==> src/rtl/addsub_scheduler.sv <==
// addsub_scheduler
//   Two requesters share a single ripple-carry add/sub datapath. One operation
//   is in flight at a time. The flow is IDLE (grant and capture), then EXEC
//   (compute and register), then RESP (hold the result until the owner takes it).
//   When both requesters are valid, a priority pointer alternates the grant
//   between them, so neither can be starved.
//
// Ports
//   clk, rst_n                 clock, asynchronous active-low reset
//   reqN_valid/ready           request handshake for requester N (0/1)
//   reqN_a, reqN_b, reqN_sub   operands and op select (0 = a+b, 1 = a-b)
//   rspN_valid/ready           response handshake for requester N
//   rsp_data, rsp_ovf          shared result and signed overflow flag
//   busy                       high whenever the FSM is not in IDLE
module addsub_scheduler #(
  parameter int WIDTH = 16
) (
  input  logic             clk,
  input  logic             rst_n,
  input  logic             req0_valid,
  output logic             req0_ready,
  input  logic [WIDTH-1:0] req0_a,
  input  logic [WIDTH-1:0] req0_b,
  input  logic             req0_sub,
  input  logic             req1_valid,
  output logic             req1_ready,
  input  logic [WIDTH-1:0] req1_a,
  input  logic [WIDTH-1:0] req1_b,
  input  logic             req1_sub,
  output logic             rsp0_valid,
  input  logic             rsp0_ready,
  output logic             rsp1_valid,
  input  logic             rsp1_ready,
  output logic [WIDTH-1:0] rsp_data,
  output logic             rsp_ovf,
  output logic             busy
);

  localparam logic [1:0] IDLE = 2'd0;
  localparam logic [1:0] EXEC = 2'd1;
  localparam logic [1:0] RESP = 2'd2;

  logic [1:0]       state_reg, state_next;
  logic             prio_reg;
  logic             owner_reg;
  logic             sub_reg;
  logic [WIDTH-1:0] a_reg, b_reg;
  logic [WIDTH-1:0] rsp_data_reg;
  logic             rsp_ovf_reg;

  logic             is_idle;
  logic             pick1;
  logic             accept;
  logic             owner_ready;

  // Grant: requester 1 wins if it is alone, or if both are valid and the
  // pointer currently favours it. Otherwise requester 0 wins.
  assign is_idle     = (state_reg == IDLE);
  assign pick1       = req1_valid & (~req0_valid | prio_reg);
  assign req1_ready  = is_idle & pick1;
  assign req0_ready  = is_idle & req0_valid & ~pick1;
  assign accept      = req0_ready | req1_ready;
  // Only the owner's rsp_ready matters. The other port's ready is ignored.
  assign owner_ready = owner_reg ? rsp1_ready : rsp0_ready;

  always_comb begin
    state_next = state_reg;
    case (state_reg)
      IDLE:    if (accept) state_next = EXEC;
      EXEC:    state_next = RESP;
      RESP:    if (owner_ready) state_next = IDLE;
      default: state_next = IDLE;
    endcase
  end

  // Shared ripple-carry datapath: b is inverted bitwise for subtraction, and
  // sub is fed in as the carry-in. The final carry-out is never formed
  // because the result wraps modulo 2^WIDTH.
  logic [WIDTH-1:0] b_eff;
  logic [WIDTH-1:0] carry;
  logic [WIDTH-1:0] sum;
  logic             ovf;

  assign b_eff    = b_reg ^ {WIDTH{sub_reg}};
  assign carry[0] = sub_reg;

  generate
    for (genvar gi = 0; gi < WIDTH; gi++) begin : g_rca
      assign sum[gi] = a_reg[gi] ^ b_eff[gi] ^ carry[gi];
      if (gi < WIDTH - 1) begin : g_carry
        assign carry[gi+1] = (a_reg[gi] & b_eff[gi]) |
                             (a_reg[gi] & carry[gi]) |
                             (b_eff[gi] & carry[gi]);
      end
    end
  endgenerate

  assign ovf = (a_reg[WIDTH-1] == b_eff[WIDTH-1]) & (sum[WIDTH-1] != a_reg[WIDTH-1]);

  always_ff @(posedge clk or negedge rst_n) begin
    if (!rst_n) begin
      state_reg    <= IDLE;
      prio_reg     <= 1'b0;
      owner_reg    <= 1'b0;
      sub_reg      <= 1'b0;
      a_reg        <= '0;
      b_reg        <= '0;
      rsp_data_reg <= '0;
      rsp_ovf_reg  <= 1'b0;
    end else begin
      state_reg <= state_next;
      case (state_reg)
        IDLE: begin
          if (accept) begin
            owner_reg <= req1_ready;
            a_reg     <= req1_ready ? req1_a   : req0_a;
            b_reg     <= req1_ready ? req1_b   : req0_b;
            sub_reg   <= req1_ready ? req1_sub : req0_sub;
          end
        end
        EXEC: begin
          rsp_data_reg <= sum;
          rsp_ovf_reg  <= ovf;
        end
        RESP: begin
          if (owner_ready) prio_reg <= ~owner_reg;
        end
        default: ;
      endcase
    end
  end

  assign rsp0_valid = (state_reg == RESP) & ~owner_reg;
  assign rsp1_valid = (state_reg == RESP) &  owner_reg;
  assign rsp_data   = rsp_data_reg;
  assign rsp_ovf    = rsp_ovf_reg;
  assign busy       = ~is_idle;

endmodule
==> config.mk <==
export PLATFORM = sky130hd
export DESIGN_NAME = addsub_scheduler
export DESIGN_NICKNAME = d
export VERILOG_FILES = /design/src/rtl/addsub_scheduler.sv
export SDC_FILE = /design/constraint.sdc
export NUM_CORES = 1
export LEC_CHECK = 0
export ABC_AREA = 1
export CORE_MARGIN = 2
export CORE_UTILIZATION = 48
export CTS_BUF_LIST = sky130_fd_sc_hd__clkbuf_8
export DETAILED_ROUTE_END_ITERATION = 10
export PLACE_DENSITY = 0.87
export SKIP_LAST_GASP = 1
export SLEW_MARGIN = 15
export SYNTH_ARGS = -nofsm -noshare
export SYNTH_HDL_FRONTEND = slang
export SYNTH_SLANG_ARGS = --single-unit
==> constraint.sdc <==
create_clock -name clk -period 7.2 [get_ports clk]
set_input_delay 1.44 -clock clk [delete_from_list [all_inputs] [get_ports clk]]
set_output_delay 1.44 -clock clk [all_outputs]
set_load 0.005 [all_outputs]
; Word level (Yosys, flattened, before mapping)
; Index checks and enable logic that the tools add are counted.
[op_classes]
reduce_logical = 4
n_mux = 7
div = 0
n_eq_ne = 6
n_addsub = 0
n_bitwise = 121
order_cmp = 0
mul = 0
shift = 0
[ops]
columns = operator, n
row1 = $and 1x1->1, 52
row2 = $mux 16, 2
row3 = $or 1x1->1, 32
row4 = $xor 1x1->1, 32
row5 = $xor 16x16->16, 1
row6 = $pmux 2 s3, 1
row7 = $reduce_and 2->1, 3
row8 = $mux 2, 2
row9 = $not 1->1, 4
row10 = $eq 2x1->1 const B, 1
row11 = $eq 2x2->1 const B, 1
row12 = $logic_not 2->1, 1
row13 = $mux 1, 2
row14 = $ne 2x1->1 const B, 1
row15 = $ne 2x2->1 const B, 1
row16 = $eq 1x1->1, 1
row17 = $ne 1x1->1, 1
[totals]
ram_bits = 0
ff_bits = 54
output_inout_bits = 22
latchBits = 0
n_memories = 0
romBits = 0
inputBits = 72

; Longest topological paths before layout
[logic_depth]
ltp_word = 49
depth_mapped = 22
depth_no_buf = 22

; Worst setup path before layout
; No wires, ideal clock.
[synth_timing]
path_type = flip-flop to flip-flop
startpoint = register sub_reg
endpoint = register rsp_data_reg[15], in the netlist rsp_data[15]
required_time_ps = 7083
period_less_slack_ps = 6308
slack_ps = 892
arrival_ps = 6191
path_buffers = 2
path_stages_with_launch = 23
setup_time_ps = 117
path_cell_list = dfrtp_1 -> buf_2 -> buf_2 -> xor2_1 -> fa_1 -> fa_1 -> inv_1 -> fa_1 -> fa_1 -> fa_1 -> fa_1 -> fa_1 -> fa_1 -> fa_1 -> fa_1 -> fa_1 -> fa_1 -> fa_1 -> fa_1 -> inv_1 -> nand3_1 -> nand3_1 -> nand2_1
[synth_via]
elab_chain_len = 47
[synth_rtl]
columns = item, line
row1 = from (decl), 46  ; logic sub_reg;
row2 = from (signal assigned), 118  ; sub_reg <= req1_ready ? req1_sub : req0_sub;
row3 = $xor 16x16->16, 84  ; assign b_eff = b_reg ^ {WIDTH{sub_reg}};
row4 = $and 1x1->1, 91  ; assign carry[gi+1] = (a_reg[gi] & b_eff[gi]) |
row5 = $or 1x1->1, 91
row6 = $or 1x1->1, 92  ; (a_reg[gi] & carry[gi]) |
row7 = $and 1x1->1, 92
row8 = $or 1x1->1, 91
row9 = $or 1x1->1, 92
row10 = $and 1x1->1, 92
row11 = (+31 left out), --
row12 = $or 1x1->1, 92
row13 = $and 1x1->1, 92
row14 = $or 1x1->1, 91
row15 = $or 1x1->1, 92
row16 = $and 1x1->1, 92
row17 = $or 1x1->1, 91
row18 = $or 1x1->1, 92
row19 = $xor 1x1->1 *, 89  ; assign sum[gi] = a_reg[gi] ^ b_eff[gi] ^ carry[gi];
row20 = to (signal assigned), 122  ; rsp_data_reg <= sum;
row21 = to (decl), 48  ; logic [WIDTH-1:0] rsp_data_reg;
; Every way passes the cells marked *; elsewhere a longest branch is shown, timed or not.
; A chain may end at the register's enable or synchronous reset.

; Final worst setup path
; Ends and elaborated chain as after synthesis.

==> metrics.yaml <==
status: "complete, no violations"
syn_nets: 413
timing.rr.end: "rsp_data[15]"
yosysWarnings: 0
post-dp-hpwl_mm: 5.17
die_width_um: 81.1
worstSetupPathType: "reg2reg"
pwr-share-clk_pct: 12.1
ys_seq_area_share_pct: 47.3
io_pins: 94
r2r_slack_ps: 490
synth.distinct_cells: 20
min_from: "rsp_data[1]"
cp_max_fo: 10
p_per_area_mw_per_mm2: 434
wl_mm: 6.89
cp-end-kind: "flip-flop"
drt_iter0_markers: 195
cellInternalPower_w: 0.000987
required_ps: 7410
cts_hold_buffers: 0
final.setup_skew_ps: 5.60
post_cts_buffers: 0
r2r_cells: 21
grt_usage_pct: 22.8
insertion_delay_ps: 310
fp.coreArea_mm2: 0.00582
swShare_pct: 41.9
p_leak_nw: 1.75
syn_area_per_cell_um2: 8.73
num-fill-cells: 460
tightestPinTransition_ps: 814
dieArea_mm2: 0.00658
numCtsBuffers: 5
fin_crit_ps: 6710
cts_sinks: 54
slew_headroom_pct: 45.6
max_cap_violations: 0
switchingPower_w: 0.000711
hold_viol_final: 0
avgViaCountPerCell: 5.20
syn_area_mm2: 0.00285
final_nets: 497
ff_latch_area_mm2: 0.00135
antenna_found_initial: 0
grt-ovfl-total: 0
synth_cells: 327
stdcell_count: 487
rsz0062_at_grt: "false"
slew_violations: 0
combPwrFrac_pct: 55.0
hp-class: "reg2reg"
placed_cells: 479
setup_viol: 0
cts-resized-gates: 0
grt_pass1_wl_mm: 11.2
die_y_um: 81.1
drcViolationCount: 0
multi_input_area_mm2: 0.00132
htree_levels: 2
holdPathEnd: "rsp_data[1]"
critPathArrivalTime_ps: 6920
reg2reg_from: "sub_reg"
clock_path_buffers: 2
grt_pass1_vias: 2431
layout-drive-gt1-share_pct: 4.13
area_delta_synth_final_pct: 37.1
finalCritPeriodShare_pct: 93.1
cp-start-kind: "flip-flop"
drtPass1Iterations: 4
num_antenna_cells: 0
peakVddDrop_uv: 203
grt_max_degree: 55
place_congestion: 0.827
ant_nets: 0
num_rows: 28
io_buffers: 93
start_util_pct: 49.1
sequentialPowerShare_pct: 32.9
vias: 2533
synth-seq-cells: 54
wl_per_cell_um: 14.1
tns_ps: 0
max_freq_ghz: 0.149
root_buffer: "clkbuf_8"
cts_tree: "yes"
min_path_cells: 2
clk_pin_slew_ps: 100
## critical path: stages (launching register included)
cell and delay [ps]:
dfrtp_1 670, inv_1 170, a21oi_1 200, fa_1 210, fa_1 160, inv_1 50
fa_1 380, fa_1 410, fa_1 410, fa_1 390, fa_1 400, fa_1 400
fa_1 410, fa_1 390, fa_1 390, fa_1 400, fa_1 400, fa_1 420
inv_1 100, nand3_1 90, nand3_1 100, nand2_1 60
## cell usage in the layout (no fill, tap or decap), types with 4 or more instances in the layout
cell             synthesis  final
clkbuf_8                 0      5
clkdlybuf4s50_1          0     92
dfrtp_1                 54     54
fa_1                    14     14
inv_1                   24     24
nand2_1                103    103
nand3_1                 73     73
nor2_1                   4      4
o21ai_0                 15     15
xnor2_1                 12     12
## logic make-up (layout without fill, tap and decap cells)
kind of cell	after synthesis	after routing	synth area share (%)
AOI/OAI and AO/OA	18	18	3.55
and+or+nand+nor	185	185	28.7
DFF	54	54	47.3
adders and majority gates	14	14	9.82
buffers and inverters	42	127	6.27
xor gates and xnor gates	14	14	4.30
## through the flow
step | setup slack [ps] | cell area (um^2) | hold slack, ps | power (W) | util (%)
after detailed placement | 636 | 3800 | 464 | 0.00149 | 65.3
after floorplan | 892 | 2850 | 464 | 0.00112 | -
after CTS | 577 | 3910 | 489 | 0.00170 | 67.2
final | 494 | 3910 | 483 | 0.00170 | 67.3
after global routing | 269 | 3910 | 511 | 0.00186 | 67.3
after global placement | 854 | 3800 | 455 | 0.00144 | 65.3
## cell usage after synthesis (all sizes together)
master / count / area, um^2
nand2: 104 / 398
nand3: 74 / 383
dfrtp: 54 / 1350
inv: 25 / 93.8
o21ai: 15 / 75.1
fa: 14 / 280
buf: 13 / 70.1
xnor2: 12 / 105
nor2: 6 / 32.5
clkbuf: 4 / 15.0
a21oi: 3 / 26.3
xor2: 2 / 17.5
or2: 1 / 6.26
## worst max-delay path by stage
stage	endpoint	startpoint	cells after the start	slack, ps
floorplan	rsp_data[15]	sub_reg	22	890
global placement	rsp_data[15]	sub_reg	21	850
detailed placement	rsp_data[15]	sub_reg	21	640
CTS	rsp_data[15]	sub_reg	21	580
global route	rsp_data[15]	sub_reg	21	270
finish	rsp_data[15]	sub_reg	21	490
## cell type report
| class | instances | share of cell area [%] |
|---|---|---|
| tap | 75 | 2.40 |
| clock buffer | 5 | 1.76 |
| multi-input combinational | 231 | 33.8 |
| timing repair buffer | 94 | 23.9 |
| sequential | 54 | 34.5 |
| inverter | 25 | 2.40 |
| clock inverter | 3 | 1.15 |
## metal layers
layer / vias to the layer above / global-route usage (%) / wire length (um)
met3: 10 / 4.78 / 503
li1: 1210 / - / -
met2: 105 / 38.5 / 3510
met4: 0 / 6.61 / 113
met1: 1208 / 29.8 / 2770
met5: - / 0 / 0
## power by group through the flow
stage          Clock [W]  Combinational, W  Sequential, W
2_1_floorplan          0          0.000589       0.000534
6_report        0.000206          0.000934       0.000558
5_1_grt         0.000221           0.00107       0.000573
3_3_place_gp           0          0.000883       0.000554
4_1_cts         0.000207          0.000939       0.000556
3_5_place_dp           0          0.000925       0.000562
No activity file was read; power rests on OpenSTA's default activity.
